## config.mk

```make
export PLATFORM = sky130hd
export DESIGN_NAME = io_tile_config_loader
export DESIGN_NICKNAME = d
export VERILOG_FILES = /design/src/rtl/kfpga_config_pkg.sv /design/src/rtl/config_shift_chain.sv /design/src/rtl/io_tile_config_loader.sv
export SDC_FILE = /design/constraint.sdc
export NUM_CORES = 1
export LEC_CHECK = 0
export ABC_CLOCK_PERIOD_IN_PS = 2200
export CAP_MARGIN = 20
export CELL_PAD_IN_SITES_DETAIL_PLACEMENT = 1
export CELL_PAD_IN_SITES_GLOBAL_PLACEMENT = 2
export CORE_MARGIN = 4
export CORE_UTILIZATION = 35
export DETAILED_ROUTE_END_ITERATION = 10
export PLACE_DENSITY_LB_ADDON = 0.1
export SLEW_MARGIN = 20
export SYNTH_ARGS = -nofsm -noshare
export SYNTH_HDL_FRONTEND = slang
export SYNTH_SLANG_ARGS = --single-unit
```

## constraint.sdc

```tcl
create_clock -name config_clock -period 2.2 [get_ports config_clock]
set_input_delay 0.33 -clock config_clock [delete_from_list [all_inputs] [get_ports config_clock]]
set_output_delay 0.33 -clock config_clock [all_outputs]
set_load 0.01 [all_outputs]
```

## src/rtl/kfpga_config_pkg.sv

```systemverilog
`default_nettype none
// ============================================================================
// Module      : kfpga_config_pkg
// Description : Shared definitions for the IO tile configuration loader:
//               loader FSM state encoding, default widths and a chain-width
//               helper.
// Revision    : 1.0 - initial release
// ============================================================================
package kfpga_config_pkg;

  localparam int DEFAULT_CONFIG_WIDTH = 24;
  localparam int DEFAULT_COUNT_WIDTH  = 5;

  // Loader state: how much of the current frame the chain holds
  typedef enum logic [1:0] {
    EMPTY   = 2'd0,
    LOADING = 2'd1,
    FULL    = 2'd2
  } cfg_state_t;

  // Chain length: one extra bit when the frame carries a parity bit
  function automatic int chain_width(input int config_width, input bit parity_en);
    return parity_en ? config_width + 1 : config_width;
  endfunction

endpackage : kfpga_config_pkg
`default_nettype wire

```

## src/rtl/config_shift_chain.sv

```systemverilog
`default_nettype none
// ============================================================================
// Module      : config_shift_chain
// Description : Serial configuration shift chain with a saturating bit
//               counter. Shifting continues after the counter saturates so
//               the chain always holds the most recent CHAIN_W bits.
// Revision    : 1.0 - initial release
// ============================================================================
module config_shift_chain
  import kfpga_config_pkg::*;
#(
  parameter int CHAIN_W     = DEFAULT_CONFIG_WIDTH,
  parameter int COUNT_WIDTH = DEFAULT_COUNT_WIDTH
) (
  input  logic                   clk,
  input  logic                   rst,
  input  logic                   shift_en,
  input  logic                   shift_in,
  input  logic                   count_clear,
  output logic [CHAIN_W-1:0]     chain,
  output logic [COUNT_WIDTH-1:0] count
);

  localparam logic [COUNT_WIDTH-1:0] COUNT_MAX = COUNT_WIDTH'(CHAIN_W);

  // Shift one bit in at the LSB per enabled cycle; MSB falls out to the next tile
  always_ff @(posedge clk or posedge rst) begin
    if (rst) begin
      chain <= '0;
    end else if (shift_en) begin
      chain <= {chain[CHAIN_W-2:0], shift_in};
    end
  end

  // Count accepted bits, saturating at a full frame; cleared by an accepted commit
  always_ff @(posedge clk or posedge rst) begin
    if (rst) begin
      count <= '0;
    end else if (count_clear) begin
      count <= '0;
    end else if (shift_en && (count != COUNT_MAX)) begin
      count <= count + 1'b1;
    end
  end

endmodule : config_shift_chain
`default_nettype wire

```

## src/rtl/io_tile_config_loader.sv

```systemverilog
`default_nettype none
// ============================================================================
// Module      : io_tile_config_loader
// Description : IO tile configuration loader. Serial bits are shifted into a
//               chain; a commit on a complete frame copies the chain into the
//               shadow register that drives the IO tile. Commits on an
//               incomplete frame, or together with a shift, are rejected and
//               set a sticky error flag.
//               Build option: define KFPGA_CONFIG_PARITY_EN to append an even
//               parity bit to each frame and reject commits that fail it.
// Revision    : 1.0 - initial release
// ============================================================================
module io_tile_config_loader
  import kfpga_config_pkg::*;
#(
  parameter int CONFIG_WIDTH = DEFAULT_CONFIG_WIDTH,
  parameter int COUNT_WIDTH  = DEFAULT_COUNT_WIDTH
) (
  input  logic                    config_clock,
  input  logic                    config_reset,
  input  logic                    config_in,
  input  logic                    config_enable,
  input  logic                    config_commit,
  output logic                    config_out,
  output logic [CONFIG_WIDTH-1:0] config_data,
  output logic                    config_full,
  output logic                    config_valid,
  output logic                    config_error
);

`ifdef KFPGA_CONFIG_PARITY_EN
  localparam int CHAIN_W = chain_width(CONFIG_WIDTH, 1'b1);
`else
  localparam int CHAIN_W = chain_width(CONFIG_WIDTH, 1'b0);
`endif

  localparam logic [COUNT_WIDTH-1:0] COUNT_LAST = COUNT_WIDTH'(CHAIN_W - 1);

  logic [CHAIN_W-1:0]      chain;
  logic [COUNT_WIDTH-1:0]  count;
  cfg_state_t              state;
  cfg_state_t              state_next;
  logic                    parity_ok;
  logic [CONFIG_WIDTH-1:0] frame_data;
  logic                    commit_accept;
  logic                    commit_reject;

  config_shift_chain #(
    .CHAIN_W     (CHAIN_W),
    .COUNT_WIDTH (COUNT_WIDTH)
  ) u_chain (
    .clk         (config_clock),
    .rst         (config_reset),
    .shift_en    (config_enable),
    .shift_in    (config_in),
    .count_clear (commit_accept),
    .chain       (chain),
    .count       (count)
  );

`ifdef KFPGA_CONFIG_PARITY_EN
  // Last bit shifted is the parity bit; the whole frame must XOR to zero
  assign parity_ok  = ~(^chain);
  assign frame_data = chain[CHAIN_W-1:1];
`else
  assign parity_ok  = 1'b1;
  assign frame_data = chain;
`endif

  // A commit succeeds only on a complete, parity-clean frame with no shift in flight
  assign commit_accept = config_commit && !config_enable && (state == FULL) && parity_ok;
  assign commit_reject = config_commit && !commit_accept;

  assign config_out  = chain[CHAIN_W-1];
  assign config_full = (state == FULL);

  // Loader state register
  always_ff @(posedge config_clock or posedge config_reset) begin
    if (config_reset) begin
      state <= EMPTY;
    end else begin
      state <= state_next;
    end
  end

  // Next state: track frame fill level; an accepted commit empties the frame
  always_comb begin
    state_next = state;
    case (state)
      EMPTY: begin
        if (config_enable) begin
          state_next = LOADING;
        end
      end
      LOADING: begin
        if (config_enable && (count == COUNT_LAST)) begin
          state_next = FULL;
        end
      end
      FULL: begin
        state_next = FULL;
      end
      default: begin
        state_next = EMPTY;
      end
    endcase
    if (commit_accept) begin
      state_next = EMPTY;
    end
  end

  // Shadow register and status flags; data only moves on an accepted commit
  always_ff @(posedge config_clock or posedge config_reset) begin
    if (config_reset) begin
      config_data  <= '0;
      config_valid <= 1'b0;
      config_error <= 1'b0;
    end else begin
      if (commit_accept) begin
        config_data  <= frame_data;
        config_valid <= 1'b1;
      end
      if (commit_reject) begin
        config_error <= 1'b1;
      end
    end
  end

endmodule : io_tile_config_loader
`default_nettype wire

```

-- Word-level counts from Yosys, hierarchy flattened
Cells that the tools add are included.
- input bits: 5
- output and inout port bits: 28
- flip-flop bits (word level): 57
- eq/ne operators: 6
- add/subtract/negate cells: 1
- reductions and logical operators: 10
- muxes and demuxes: 6
- operators by type and width (operator ; count):
    5-bit 2-to-1 mux ; 2
    2-bit 2-to-1 mux ; 3
    3-bit inequality test (second input constant) ; 2
    2-bit case mux with 3 select lines ; 1
    5-bit by 1-bit adder with 5-bit output (second input constant) ; 1
    5-bit equality test (second input constant) ; 1
    1-bit logical AND ; 5
    5-bit inequality test (second input constant) ; 1
    2-bit by 1-bit equality test with 1-bit output (second input constant) ; 1
    2-bit equality test (second input constant) ; 1
    1-bit zero test ; 2
    2-bit zero test ; 1
    2-bit AND reduction ; 1
    2-bit nonzero test ; 1

-- Longest topological paths before layout
- depth after elaboration: 5
- depth in mapped cells: 8
- depth with buffers taken out: 6

-- By module
A second synthesis with hierarchy kept.
- cell total of the unflattened synthesis: 204
- area, all modules: 2366.0 sq um
- by module, submodules not included (module ; cells each ; area an instance (sq um) ; instances):
    io_tile_config_loader ; 125 ; 1183.6 ; 1
    config_shift_chain ; 79 ; 1182.4 ; 1

-- Worst setup path before layout
OpenSTA, ideal clock, no wires.
- path type: reg2reg
- start point: register state[0]
- end point: register config_data[0]
- cell stages (with the launch flop): 9
- arrival: 1.330 ns
- slack: 0.753 ns
- path buffers: 2
- required time: 2.083 ns
- cells stage by stage: dfrtp_1 > inv_1 > ha_1 > nand2_1 > or2_1 > buf_2 > buf_6 > nand2_1 > nand2_1
- longest elaborated chain between the ends: 2
- RTL lines (what ; line ; RTL):
    start: declaration ; io_tile_config_loader.sv:41 ; cfg_state_t state;
    start signal: assignment ; io_tile_config_loader.sv:82 ; state <= state_next;
    2-bit equality test ; -- ;
    via config_full ; io_tile_config_loader.sv:26 ; output logic config_full,
    1-bit logical AND ; io_tile_config_loader.sv:71 ; assign commit_accept = config_commit && !config_enable && (state == FULL) && parity_ok;
    end signal: assignment ; io_tile_config_loader.sv:120 ; config_data <= frame_data;
    end: declaration ; io_tile_config_loader.sv:25 ; output logic [CONFIG_WIDTH-1:0] config_data,
The timed path passes the listed nets, and every way through them passes these cells.
A chain may end at the register's enable or synchronous reset.

-- Worst setup path after layout
- start point: register state[0]
- end point: output config_full
- longest elaborated chain between the ends: 1
- RTL lines (what ; line ; RTL):
    2-bit equality test ; io_tile_config_loader.sv:75 ; assign config_full = (state == FULL);
    end: declaration ; io_tile_config_loader.sv:26 ;
No other way between the ends.

==> results.cfg <==
[outcome]
outcome = complete, no violations

[cts]
cts_setup_buffers = 0
path_clk_slew_ns = 0.06
h-tree-depth = 3
cts_buffers = 9
holdBufCountCts = 0
clk_latency_ns = 0.33
cts_tree = yes
clock-root-buffer = clkbuf_8
clockBufferDepth = 2
post_cts_resize_count = 0
clock_sinks = 57

[route]
routed_via_density = 4.728
routed_wl_microns = 4674
drt-initial-drc-count = 30
post_drt_wl_per_cell_microns = 14.47
vias = 1527
remaining_drc_errors = 0
dr.pass1.iters = 4
ant_nets = 0

[cells_and_area]
nNetsFinal = 252
final_cell_mix = nand2_1 (75), dfrtp_1 (57), clkdlybuf4s50_1 (32), mux2_2 (24), clkbuf_8 (12)
finish.utilization = 0.4528
layout-drive-gt1-share = 0.1992
final_common_cell = nand2_1
final_cells = 323
antenna_cells = 0
syn_to_final_growth_pct = 25.99
design_area_sq_mm = 0.002875

[placement]
gp_congestion = 0.6625
port_buffers = 32
dp_hpwl_microns = 3257
place_area_sq_mm = 0.002695
numPlacedInstances = 308

[floorplanning]
num_rows = 29
die_w_microns = 88.75
io_pins = 33
start_util = 0.3594
core_region_area_sq_mm = 0.006350
chipHeight_microns = 88.75
die_area_sq_mm = 0.007877

[sta]
rsz0062_at_grt = false
setup_viol = 0
fmax_mhz = 539.6
hold_viol = 0
fin_setup_tns_ns = 0
fin_crit_sh = 0.8424
relSlewSlack = 0.6313
worst_slew_pin_slew_ns = 0.5523
drv_slew = 0
finClkSkew_ns = 0.006442
layout_min_cycle_time_ns = 1.853

[logic_synthesis]
synth_edf_count = 0
netlist_area_sq_mm = 0.002282
synth_fp_nets = 211
synth_seq_cells = 57
syn_inst = 201
yosysWarnings = 0
synth_ff_type = dfrtp_1
ys_async_sr_fraction = 1.000
yosys.cell_types.count = 22
syn_avg_cell_area_sq_um = 11.35
seq_area_frac_synth = 0.6250

[global_route]
antenna_found_initial = 0
gr-total-overflow = 0
grt_max_degree = 31
grt_pass1_vias = 1679
track_usage = 0.1341
grt_pass1_wl_microns = 7921

[setup_path]
cp.required_ns = 1.87
critPathKind = flip-flop to output pin
cp.arrival_ns = 1.52
start_kind = flip-flop
worstSetupEndpointType = output pin
critical_path_peak_fanout = 3
r2r_cells = 7

[hold_path]
hp-class = primary input to async pin

[flow_run]
maxCapViolCount = 0

[power_and_ir_drop]
power.leakage_nw = 1.374
ir_drop_mv = 0.6928
p_per_area_mw_per_mm2 = 1377
## power by group
group / total [W] / switching, W / leakage [nW] / internal [W]
combinational: 0.00127 / 0.000551 / 0.570 / 0.000718
clock: 0.000883 / 0.000395 / 0.0980 / 0.000488
sequential: 0.00181 / 0.000305 / 0.705 / 0.00150
## cell families after synthesis
logic type / synth area share
multiplexers: 0.1184
AND/OR/NAND/NOR: 0.1606
buffers and inverters: 0.03563
AO/OA/AOI/OAI: 0.02138
XOR/XNOR: 0.01152
adder cells (fa/ha/maj): 0.02741
flip-flops: 0.6250
## worst paths after layout
kind | start | endpoint | slack (ns)
setup reg to reg | state[0] | state[1] | 0.73
max in group asynchronous | config_reset | config_valid | 1.21
hold reg to reg | config_error | config_error | 0.46
setup / recovery | state[0] | config_full | 0.35
min in group config_clock | config_error | config_error | 0.46
hold / removal | config_reset | config_data[5] | 0.37
## Yosys cell counts (2+ instances only)
cell type   n  area share
xor2_1      2      0.0077
nand2_1    75        0.12
dfrtp_1    57        0.63
o21ai_1     2      0.0044
mux2_2     24        0.12
inv_1       6      0.0099
nand3_1     6       0.013
buf_2       5       0.011
o31ai_1     2      0.0066
nand4_1     2      0.0055
ha_1        5       0.027
nor2_1      4      0.0066
buf_6       2      0.0099
## layout make-up
cell class                      instances  area [sq um]
Clock buffer                           12         165.2
Clock inverter                          3         15.01
Fill cell                             695          3475
Inverter                                6         22.52
Multi-Input combinational cell        129         777.0
Sequential cell                        57          1426
Tap cell                               77         96.34
Timing Repair Buffer                   39         372.9
## metal layers
metal | track usage | vias up | routed length [microns] | share of wire
met1 | 0.1691 | 760 | 2145 | 0.46
li1 | - | 726 | - | -
met3 | 0.04376 | 7 | 219 | 0.047
met4 | 0.05769 | 0 | 69 | 0.015
met2 | 0.2112 | 34 | 2240 | 0.48
met5 | 0 | - | 0 | 0
## critical path: stages (launching register included)
cell	delay, ns
dfrtp_1	0.38
inv_1	0.10
ha_1	0.18
clkdlybuf4s50_1	0.54
## flip-flops by register name (all words and copies together), names as in the netlist
name / count
config_data: 24
config_error: 1
config_valid: 1
state: 2
u_chain.chain: 24
u_chain.count: 5
## through the flow
stage	setup slack, ns	power [W]	hold slack, ns
floorplan	0.4704	0.002452	0.4467
global placement	0.4719	0.003047	0.4394
detailed placement	0.4161	0.003130	0.4611
CTS	0.3273	0.004042	0.3834
global route	0.2750	0.004259	0.4150
finish	0.3468	0.003961	0.3720
(Power assumes the default switching activity.)
